**config.mk**
```make
export PLATFORM = sky130hd
export DESIGN_NAME = countdown_controller
export DESIGN_NICKNAME = d
export VERILOG_FILES = /design/src/rtl/countdown_controller.sv
export SDC_FILE = /design/constraint.sdc
export NUM_CORES = 1
export LEC_CHECK = 0
export CAP_MARGIN = 20
export CELL_PAD_IN_SITES_DETAIL_PLACEMENT = 0
export CELL_PAD_IN_SITES_GLOBAL_PLACEMENT = 1
export CORE_UTILIZATION = 36
export DETAILED_ROUTE_END_ITERATION = 12
export GPL_TIMING_DRIVEN = 1
export MAX_ROUTING_LAYER = met4
export PLACE_DENSITY = 0.78
export SYNTH_ARGS = -nofsm -noshare
export SYNTH_HDL_FRONTEND = slang
export SYNTH_SLANG_ARGS = --single-unit
```
**constraint.sdc**
```tcl
create_clock -name clock -period 1.9 [get_ports clock]
set_input_delay 0.38 -clock clock [delete_from_list [all_inputs] [get_ports clock]]
set_output_delay 0.38 -clock clock [all_outputs]
set_load 0.02 [all_outputs]
```
**src/rtl/countdown_controller.sv**
```systemverilog
// countdown_controller: sequences the one-second Timer into a user countdown.
// Loads a seconds value, runs the Timer, consumes each secondMarker, clears
// the Timer after every marker and raises an alarm at zero.
// Optional feature macro: AUTO_RELOAD_EN (restart from the loaded value on expiry).
module countdown_controller #(
   parameter int unsigned SEC_WIDTH = 12
) (
   input  logic                 clock,
   input  logic                 reset,
   input  logic                 startPress,
   input  logic                 pausePress,
   input  logic                 clearPress,
   input  logic [SEC_WIDTH-1:0] loadValue,
   input  logic                 secondMarker,
   output logic                 timerEnable,
   output logic                 timerReset,
   output logic [SEC_WIDTH-1:0] secondsLeft,
   output logic                 running,
   output logic                 alarm
);

   typedef enum logic [2:0] {
      IDLE,
      RUN,
      RECLR,
      PAUSE,
      DONE
   } state_t;

   state_t               state;
   state_t               nextState;
   logic [SEC_WIDTH-1:0] nextSeconds;
   logic                 markerHeld;
   logic                 markerTake;
   logic                 expirePulse;
   logic                 nextEnable;
   logic                 nextTimerReset;
   logic                 nextRunning;
   logic                 nextAlarm;
`ifdef AUTO_RELOAD_EN
   logic [SEC_WIDTH-1:0] reloadValue;
   logic [SEC_WIDTH-1:0] nextReload;
`endif

   // Next-state, next-count and registered-output decode; clearPress wins over all.
   always_comb begin
      nextState   = state;
      nextSeconds = secondsLeft;
      markerTake  = 1'b0;
      expirePulse = 1'b0;
`ifdef AUTO_RELOAD_EN
      nextReload  = reloadValue;
`endif
      if (clearPress) begin
         nextState   = IDLE;
         nextSeconds = '0;
      end else begin
         unique case (state)
            IDLE: begin
               if (startPress && (loadValue != '0)) begin
                  nextState   = RUN;
                  nextSeconds = loadValue;
`ifdef AUTO_RELOAD_EN
                  nextReload  = loadValue;
`endif
               end
            end
            RUN: begin
               // A marker still high from an already-consumed second is not
               // counted again, so a held marker yields one decrement.
               if (secondMarker && !markerHeld) begin
                  markerTake = 1'b1;
                  if (secondsLeft > SEC_WIDTH'(1)) begin
                     nextState   = RECLR;
                     nextSeconds = secondsLeft - SEC_WIDTH'(1);
                  end else begin
`ifdef AUTO_RELOAD_EN
                     nextState   = RECLR;
                     nextSeconds = reloadValue;
                     expirePulse = 1'b1;
`else
                     nextState   = DONE;
                     nextSeconds = '0;
`endif
                  end
               end else if (pausePress) begin
                  nextState = PAUSE;
               end
            end
            RECLR: begin
               nextState = pausePress ? PAUSE : RUN;
            end
            PAUSE: begin
               if (startPress) nextState = RUN;
            end
            DONE: begin
               if (startPress) nextState = IDLE;
            end
            default: begin
               nextState   = IDLE;
               nextSeconds = '0;
            end
         endcase
      end
      nextEnable     = (nextState == RUN);
      nextTimerReset = (nextState == IDLE) || (nextState == RECLR) || (nextState == DONE);
      nextRunning    = (nextState == RUN) || (nextState == RECLR);
      nextAlarm      = (nextState == DONE) || expirePulse;
   end

   // State, count and outputs all update together on the clock edge.
   always_ff @(posedge clock or negedge reset) begin
      if (!reset) begin
         state       <= IDLE;
         secondsLeft <= '0;
         timerEnable <= 1'b0;
         timerReset  <= 1'b1;
         running     <= 1'b0;
         alarm       <= 1'b0;
         markerHeld  <= 1'b0;
      end else begin
         state       <= nextState;
         secondsLeft <= nextSeconds;
         timerEnable <= nextEnable;
         timerReset  <= nextTimerReset;
         running     <= nextRunning;
         alarm       <= nextAlarm;
         markerHeld  <= secondMarker && (markerHeld || markerTake);
      end
   end

`ifdef AUTO_RELOAD_EN
   // Reload register holds the value captured when starting from IDLE.
   always_ff @(posedge clock or negedge reset) begin
      if (!reset) reloadValue <= '0;
      else        reloadValue <= nextReload;
   end
`endif

endmodule
```
==> results.py <==
metrics = {
    "flow_run": {
        "maxCapViolations": 0,
    },
    "critical_path": {
        "arrival_ps": 2110,
        "timing.critical_path.cells": "clkdlybuf4s50_1 -> nor4_2 -> nand3_1 -> buf_4 -> buf_4 -> a2bb2oi_1 -> nor2_1 -> a41o_1",
        "maximum_net_fanout_on_the_critical_path": 2,
        "worst_setup_path_end_kind": "flip-flop",
        "kind_of_cell_adding_the_most_delay_to_the_critical_path": "buffers and inverters",
        "cpMostUsedCell": "buf_4",
        "cp_slowest_cell": "clkdlybuf4s50_1",
        "worstSetupStartpointType": "input pin",
        "number_of_buffers_and_inverters_on_the_critical_path": 3,
        "worst-endpoint-required_ps": 2100,
        "worst-setup-path-type": "input pin to flip-flop",
        "cp_max_stage_delay_ps": 440,
    },
    "global_route": {
        "grt.total_usage_pct": 22.5,
        "pin_count_of_the_biggest_net_entering_global_routing": 21,
        "grt_busiest_layer": "met2",
        "met1_usage_pct": 30.4,
        "grt_pass1_vias": 1409,
        "grt_first_pass_wirelength_mm": 6.74,
        "m2_gr_usage_pct": 34.6,
        "grt_overflow_total": 0,
        "grt_antenna_before_repair": 0,
        "met3_usage_pct": 3.13,
    },
    "pwr": {
        "ir_worst_vdd_v": 0.000683,
        "power_switching_share_pct": 45.2,
        "power.net_switching_mw": 1.24,
        "power_frac_clock_pct": 8.1,
        "power.density_mw_per_mm2": 1290,
        "p_int_mw": 1.50,
        "finalPower_mw": 2.73,
        "leakagePower_nw": 0.966,
        "share_comb_of_total_power_pct": 68.5,
        "power.share.sequential_pct": 23.4,
    },
    "layout": {
        "design_area_mm2": 0.00212,
        "multi_input_area_um2": 808,
        "finalNetCount": 236,
        "synthToLayoutAreaGrowth_pct": 62.9,
        "fraction_of_layout_cells_with_a_size_suffix_above_1_pct": 34.4,
        "fillCellCount": 273,
        "final_cell_count_no_fill": 261,
        "final_core_occ_pct": 62.5,
        "antennaDiodeCount": 0,
        "sequential_cell_area_um2": 503,
    },
    "timing": {
        "timing.final.crit_share_pct": 101,
        "hold_violations": 0,
        "fmaxAchievable_ghz": 0.523,
        "report.final.setup_viol": 2,
        "timing_worst_slew_pin_value_ps": 383,
        "period_minus_slack_ps": 1910,
        "rsz0062_at_grt": "true",
        "slew_headroom_pct": 74.3,
        "timing_max_transition_violations_final": 0,
        "finalClockSkew_ps": 14.7,
        "layout_setup_ws_ps": -10.9,
    },
    "place": {
        "place.detailed.instances": 249,
        "post_dp_cell_area_mm2": 0.00190,
        "io_buffer_count": 33,
        "post-place-ws_ps": -408,
        "detailed_place_hpwl_mm": 3.05,
        "gpl.final_weighted_congestion": 0.871,
    },
    "synth": {
        "synthesis.area_mm2": 0.00130,
        "synth-async-reset-ratio_pct": 100,
        "netlist_instances": 144,
        "synth.yosys.seq_area_share_pct": 38.6,
        "top_cell_types_by_occurrence_after_synthesis": "dfrtp_1, a21oi_1, inv_1",
        "syn_nets": 164,
        "ys_seq_elements": 20,
        "synth_edf_count": 0,
        "main_combinational_cell_family_by_area_after_synthesis": "compound AO/OA/AOI/OAI gates",
        "share_of_synthesized_cell_area_in_full_adder_half_adder_and_majority_cells_pct": 1.92,
        "muxShareOfSynthArea_pct": 0,
        "avgSynthCellArea_um2": 9.04,
        "synthTopCellsByArea": "dfrtp_1, a21oi_1, o32ai_1",
        "synth_simple_gate_area_share_pct": 23.1,
        "cell_type_with_the_largest_total_area_after_synthesis": "dfrtp_1",
        "synth_compound_area_share_pct": 28.3,
        "yosys.cell_count.top_type": "dfrtp_1",
        "synthDominantCellAreaShare_pct": 36.5,
        "synthDistinctLibCells": 45,
        "ys.warnings.count": 0,
        "yosys.area_share.xor_xnor_pct": 0,
        "synthFlopType": "dfrtp_1",
    },
    "clock_network": {
        "root_buffer": "clkbuf_4",
        "clock_transition_at_the_registers_of_the_reported_paths_ps": 130,
        "cts-buffers-inserted": 3,
        "clk-insertion-delay-late_ps": 320,
        "cts-htree-levels": 1,
        "tritoncts": "yes",
        "cts_num_sinks": 20,
        "cts-root-to-sink-buffers": 2,
        "holdBufCountCts": 0,
    },
    "die": {
        "die_area_mm2": 0.00386,
        "dieHeight_um": 62.1,
        "chipWidth_um": 62.1,
        "rows": 21,
        "num_io_pins": 34,
        "initial_core_util_pct": 38.4,
        "core_area_mm2": 0.00339,
    },
    "route": {
        "avgRoutedWirePerCell_um": 16.8,
        "detail_route.vias_per_cell": 5.69,
        "post_route_antenna_net_violation_count": 0,
        "drt_iter0_drc": 94,
        "route.final.wire_length_mm": 4.37,
        "dr.pass1.iters": 4,
        "drcViolationCount": 0,
        "dr_total_vias": 1485,
    },
    "run_status": {
        "violations": "negative setup slack",
        "run_status": "finished with violations",
    },
    "min_path": {
        "hold_path.class": "input pin to async pin",
    },
}
-- final timing paths --
check / cells after the start / startpoint / to / slack [ps]
min in group clock: 3 / loadValue[8] / secondsLeft[8] / 430
max in group asynchronous: 2 / reset / timerReset / 1220
max reg2reg: 5 / secondsLeft[8] / secondsLeft[4] / 20
min reg2reg: 2 / markerHeld / markerHeld / 560
max: 8 / loadValue[6] / running / -10
min: 2 / reset / secondsLeft[9] / 400
-- cells by family (layout without fill, tap and decap cells) --
group / count (synthesis) / count (layout)
buffers and inverters: 23 / 93
and+or+nand+nor: 47 / 47
AOI/OAI and AO/OA: 52 / 53
adders and majority gates: 2 / 2
DFF: 20 / 20
-- worst reg2reg max path, stage by stage (launching register included) --
cell,delay [ps]
dfrtp_1,430
or3_2,560
nor2_4,230
a21oi_2,150
a32oi_1,280
o32ai_2,130
-- per-layer routing --
metal / wire (um) / vias up
met5: 0 / -
met4: 96 / 0
met3: 253 / 10
met2: 2040 / 67
met1: 1980 / 709
li1: - / 699
-- per-stage QoR --
step | hold slack, ps | setup TNS (ps)
2_1_floorplan | 84.4 | 0
3_3_place_gp | 522 | -4720
3_5_place_dp | 525 | -4940
4_1_cts | 414 | 0
5_1_grt | 419 | -536
6_report | 396 | -14.4
-- power groups by stage --
| stage | Clock, mW | Sequential [mW] | Combinational (mW) |
|---|---|---|---|
| 5_1_grt | 0.251 | 0.656 | 1.99 |
| 6_report | 0.222 | 0.638 | 1.87 |
| 2_1_floorplan | 0 | 0.732 | 0.787 |
| 3_5_place_dp | 0 | 0.641 | 1.53 |
| 4_1_cts | 0.223 | 0.632 | 1.57 |
| 3_3_place_gp | 0 | 0.634 | 1.53 |
-- registers in the layout, indices dropped and copies added (netlist names) --
| signal | count |
|---|---|
| alarm | 1 |
| state | 3 |
| running | 1 |
| timerEnable | 1 |
| timerReset | 1 |
| secondsLeft | 12 |
| markerHeld | 1 |
-- repair_timing --
action | in CTS | in global routing
hold endpoints to repair | 0 | 0
resized for setup | 5 | 29
gates cloned | 0 | 2
pin swaps | 0 | 14
buffers inserted | 0 | 6
setup endpoints to repair | 9 | 11
-- layout by cell type (no fill, tap or decap), types with 3 or more instances in the layout --
cell type / synthesis / routed
nor4_2: 0 / 4
a21oi_1: 18 / 18
clkdlybuf4s50_1: 0 / 24
nor3_1: 3 / 3
o21ai_0: 4 / 3
dlymetal6s2s_1: 0 / 9
nor2_1: 7 / 6
inv_1: 14 / 12
o32ai_2: 0 / 3
a211oi_1: 4 / 3
nand2_1: 5 / 5
clkbuf_4: 0 / 3
buf_4: 0 / 41
dfrtp_1: 19 / 18
o32ai_1: 7 / 4
a32oi_1: 5 / 4
nand3_1: 3 / 3
-- cell type report --
type,count,share of cell area [%]
multi-input combinational,102,38.1
timing repair buffer,75,31.7
sequential,20,23.7
tap,46,2.72
inverter,14,2.48
clock buffer,4,1.24
(Power assumes the default switching activity.)
==> RTL edit 1 (same settings) <==
Change the parameter `SEC_WIDTH` from 12 to 24.
--- a/src/rtl/countdown_controller.sv
+++ b/src/rtl/countdown_controller.sv
@@ -4,5 +4,5 @@
 // Optional feature macro: AUTO_RELOAD_EN (restart from the loaded value on expiry).
 module countdown_controller #(
-   parameter int unsigned SEC_WIDTH = 12
+   parameter int unsigned SEC_WIDTH = 24
 ) (
    input  logic                 clock,
Interface: changed (resized loadValue and secondsLeft); port bits go from 34 to 58. No check against the original RTL was run, so the function may have changed too.
==> RTL edit 1 against the unedited design <==
The run still ends with setup timing left; power increased to 2.8 times the old value; combinational power grew to 3.2 times the old value; die area is 56% higher; highest routed layer unchanged; routed wire length increased by 79%; area after synthesis increased by 58%; sequential cell count rose by 12; critical path depth rose by 2; setup slack worse by 0.61 ns; critical endpoint is now secondsLeft[1]; cell area increased by 84%.
==> RTL edit 1: results (changes against the unedited design) <==
yosys:
  synthAdderAreaFrac: 0.0121  # -0.00709
  synth_seq_area_share: 0.389  # +0.00362
  synthMuxAreaShare: 0.00486  # +0.00486
  synth_common_cells: "dfrtp_1, nor2_1, nand2_1"
  syn-num-nets: 278  # +70%
  yosysUniqueCellTypes: 48  # +6.7%
  synth-xor-area-share: 0.00850  # +0.00850
  synth_compound_area_frac: 0.269  # -0.0137
  ys_top_cells_by_area: "dfrtp_1, nor2_1, a21oi_1"
power_and_ir_drop:
  p_clk_frac: 0.074  # -0.007
  p_sw_frac: 0.441  # -0.0113
  vdd_drop_max_v: 0.00103  # +51%
  p_seq_frac: 0.145  # -0.089
  power.density_mw_per_mm2: 1940  # +51%
  p_leak_nw: 1.73  # +80%
worst_setup_path:
  slowest_delay_ns: 0.54  # +0.10 ns
  rr_worst_depth: 10  # +5
  r2r_slack_ns: -0.62  # -0.64 ns
  crit_family: "simple AND/OR/NAND/NOR gates"
  r2r_start: "secondsLeft[18]"
  critPathLaunchType: "flop"
  cp_slowest_cell: "or4_4"
  cp_max_fo: 6  # +4
  endpoint: "secondsLeft[1]"
timing:
  maxSlewHeadroom: 0.690  # -0.0523
  fin_tns_setup_ns: -15.26  # -15.24 ns
  holdWs_ns: 0.499  # +0.103 ns
  fin_ws_ns: -0.623  # -0.612 ns
  setup_viol: 29  # +27
  finClkSkew_ns: 0.00792  # -0.00676 ns
place:
  place.detailed.hpwl_mm: 5.73  # +88%
  place.port_buffers: 57  # +73%
  post-place-ws_ns: -0.836  # -0.428 ns
  place.gp.congestion: 0.966  # +11%
detailed_routing:
  wl_met1_mm: 3.41  # +72%
  highest_layer: "met4"
  drt-pass1-iter-count: 4  # unchanged
  via_per_inst: 5.43  # -4.6%
  drt_wl_total_mm: 7.83  # +79%
  wl_met2_mm: 3.80  # +87%
  drtIter0Drc: 160  # +70%
  wl_met3_um: 447  # +77%
status:
  violations: "setup timing"
  outcome: "complete, but fails checks"
cts:
  root_buffer: "clkbuf_8"
  cts_inserted_buffers: 5  # +2
  htree_levels: 2  # +1
  clock_latency_ns: 0.29  # -0.03 ns
  clk_pin_slew_ns: 0.07  # -0.06 ns
grt:
  grt_use_met1: 0.359  # +0.0550
  grt_pass1_vias: 2570  # +82%
  use_met3: 0.0353  # +0.00404
  grt_max_degree: 33  # +57%
  gr-usage-all-layers: 0.278  # +0.0527
  grt_pass1_wl_mm: 12.7  # +88%
  use_met2: 0.461  # +0.115
cells_and_area:
  drive_gt1_frac: 0.384  # +0.0402
  final_nets: 455  # +93%
  reg_top3: "secondsLeft (24), state (3)"
==> RTL edit 1: cell types whose count changed after synthesis, moves of 4 or more <==
cell     delta
o21ai_1    +13
dfrtp_1    +12
o32ai_1     -4
o21a_1      +4
nor2_1     +21
or4_1       +7
nand3_1     +8
a32o_1      +4
nor3_1     +12
inv_1       -4
nand2_1    +19
==> RTL edit 1: area by class of cell <==
type / count / area [µm²]
timing repair buffer: 179 / 1540
fill: 446 / 1610
clock buffer: 8 / 90.1
sequential: 32 / 805
tap: 72 / 90.1
multi-input combinational: 195 / 1340
inverter: 10 / 37.5
==> RTL edit 1: metrics by stage <==
stage / std cells / utilization / area [µm²]
floorplan: 246 / - / 2070
global placement: 478 / 0.639 / 3520
detailed placement: 478 / 0.639 / 3520
CTS: 491 / 0.671 / 3690
global route: 496 / 0.708 / 3900
finish: 496 / 0.708 / 3900
==> RTL edit 1: what timing repair did <==
item                       CTS  global route
cloned                       0             1
resized for setup           11            38
setup buffers                6             4
setup endpoints to repair   29            31
pin swaps                   11            33
==> RTL edit 2 (config.mk and constraints unchanged) <==
Made on the original files. Remove the register `timerReset`: a continuous assignment takes its place, so the output `timerReset` follows one clock earlier.
--- a/src/rtl/countdown_controller.sv
+++ b/src/rtl/countdown_controller.sv
@@ -115,5 +115,4 @@
          secondsLeft <= '0;
          timerEnable <= 1'b0;
-         timerReset  <= 1'b1;
          running     <= 1'b0;
          alarm       <= 1'b0;
@@ -123,5 +122,4 @@
          secondsLeft <= nextSeconds;
          timerEnable <= nextEnable;
-         timerReset  <= nextTimerReset;
          running     <= nextRunning;
          alarm       <= nextAlarm;
@@ -129,4 +127,6 @@
       end
    end
+
+   assign timerReset = nextTimerReset;
 
 `ifdef AUTO_RELOAD_EN
Check against the original RTL: not equivalent (Yosys sat finds a counterexample within 4 cycles, from zero or initial values and one cycle with reset low).
==> RTL edit 2 against the unedited design <==
The flow still finishes with violations (setup timing); routed wire length rose by 1.3%; register-to-register slack got worse by 0.14 ns; area after synthesis fell by 5.5%; first-iteration DRC count fell by 2.1%; cell area rose by 1.9%; die area fell by 5.3%; non-clock buffer count rose by 4; power fell by 15%; maximum frequency fell by 5.6%; setup slack got worse by 0.11 ns; hold slack improved by 0.0062 ns; final cell count rose by 0.38%; sequential cell count fell by 1; largest power group unchanged.
==> RTL edit 2: results (changes against the unedited design) <==
detailed_routing:
  wl_per_cell_um: 16.9  # +0.89%
  vias: 1489  # +0.27%
  drtIter0Drc: 92  # -2.1%
grt:
  gr-usage-all-layers: 0.260  # +0.0344
  grt_max_degree: 20  # -4.8%
timing:
  setup_viol: 13  # +11
  fin_ws_ns: -0.124  # -0.113 ns
  finClkSkew_ns: 0.00342  # -0.0113 ns
cells_and_area:
  final_cells: 262  # +0.38%
  drive_gt1_frac: 0.399  # +0.0549
yosys:
  synth_seq_area_share: 0.387  # +0.000995
  synth_common_cells: "dfrtp_1, a21oi_1, inv_1"
  syn-num-nets: 163  # -0.61%
  synthAdderAreaFrac: 0.0203  # +0.00112
  ys_top_cells_by_area: "dfrtp_1, a21oi_1, o32ai_1"
worst_setup_path:
  slowest_delay_ns: 0.56  # +0.12 ns
  rr_worst_depth: 6  # +1
  reg2reg_to: "secondsLeft[6]"
  r2r_start: "secondsLeft[5]"
  crit_arrival_ns: 2.22  # +0.11 ns
  cp_slowest_cell: "or4_4"
  crit_family: "simple AND/OR/NAND/NOR gates"
  cp_max_fo: 3  # +1
status:
  violations: "setup timing"
  outcome: "complete, but fails checks"
place:
  place.detailed.hpwl_mm: 3.05  # +0.25%
  place.gp.congestion: 0.949  # +9.0%
power_and_ir_drop:
  vdd_drop_max_v: 0.000591  # -13%
  p_leak_nw: 0.915  # -5.2%
cts:
  clk_pin_slew_ns: 0.11  # -0.02 ns
RTL edit 2: repair_timing:
item                       4_1_cts  5_1_grt
resized for setup               28       22
buffers inserted                 5        3
setup endpoints to repair       11       18
gates cloned                     1        0
pin swaps                       17       13
hold buffers                     0        0
RTL edit 2: through the flow:
| stage | worst slack (ns) | hold WS (ns) | TNS, ns |
|---|---|---|---|
| 2_1_floorplan | -0.0670 | 0.0844 | -0.261 |
| 3_3_place_gp | -0.645 | 0.503 | -3.63 |
| 3_5_place_dp | -0.631 | 0.549 | -3.54 |
| 4_1_cts | -0.0710 | 0.408 | -0.540 |
| 5_1_grt | -0.166 | 0.416 | -1.79 |
| 6_report | -0.124 | 0.402 | -0.867 |
RTL edit 2: where the power goes:
part	switching [W]	internal (W)
Clock	0.000132	0.0000787
Combinational	0.000822	0.000752
Sequential	0.0000501	0.000479
RTL edit 2: per-layer routing:
layer  vias to the layer above  share of wire  GRT usage
li1                        690              -          -
met1                       719           0.40      0.318
met2                        70           0.51      0.438
met3                        10          0.069     0.0512
met4                         0          0.015     0.0649
met5                         -              0          -
RTL edit 2: kinds of logic after synthesis:
kind of cell	after synthesis
buffers and inverters	22
AO/OA/AOI/OAI	50
AND/OR/NAND/NOR	50
adder cells (fa/ha/maj)	2
flip-flops	19
RTL edit 2: how the worst max path moves through the flow:
stage | to | slack, ns | from
3_3_place_gp | timerReset | -0.65 | loadValue[8]
2_1_floorplan | secondsLeft[1] | -0.07 | secondsLeft[5]
3_5_place_dp | timerReset | -0.63 | loadValue[8]
4_1_cts | alarm | -0.07 | secondsLeft[5]
5_1_grt | secondsLeft[6] | -0.17 | secondsLeft[5]
6_report | secondsLeft[6] | -0.12 | secondsLeft[5]
RTL edit 2: worst register-to-register path, cell delays in order (launching register included):
cell	delay [ns]
dfrtp_2	0.44
or4_4	0.56
nor4b_4	0.40
buf_4	0.20
nor4b_2	0.05
a21oi_1	0.16
o32ai_1	0.11
RTL edit 2: final cells by class:
| type | count | area [µm²] | area share |
|---|---|---|---|
| timing repair buffer | 79 | 681 | 0.315 |
| sequential | 19 | 482 | 0.223 |
| clock buffer | 3 | 22.5 | 0.0104 |
| clock inverter | 1 | 5.00 | 0.00232 |
| multi-input combinational | 103 | 866 | 0.401 |
| inverter | 13 | 48.8 | 0.0226 |
| tap | 44 | 55.1 | 0.0255 |
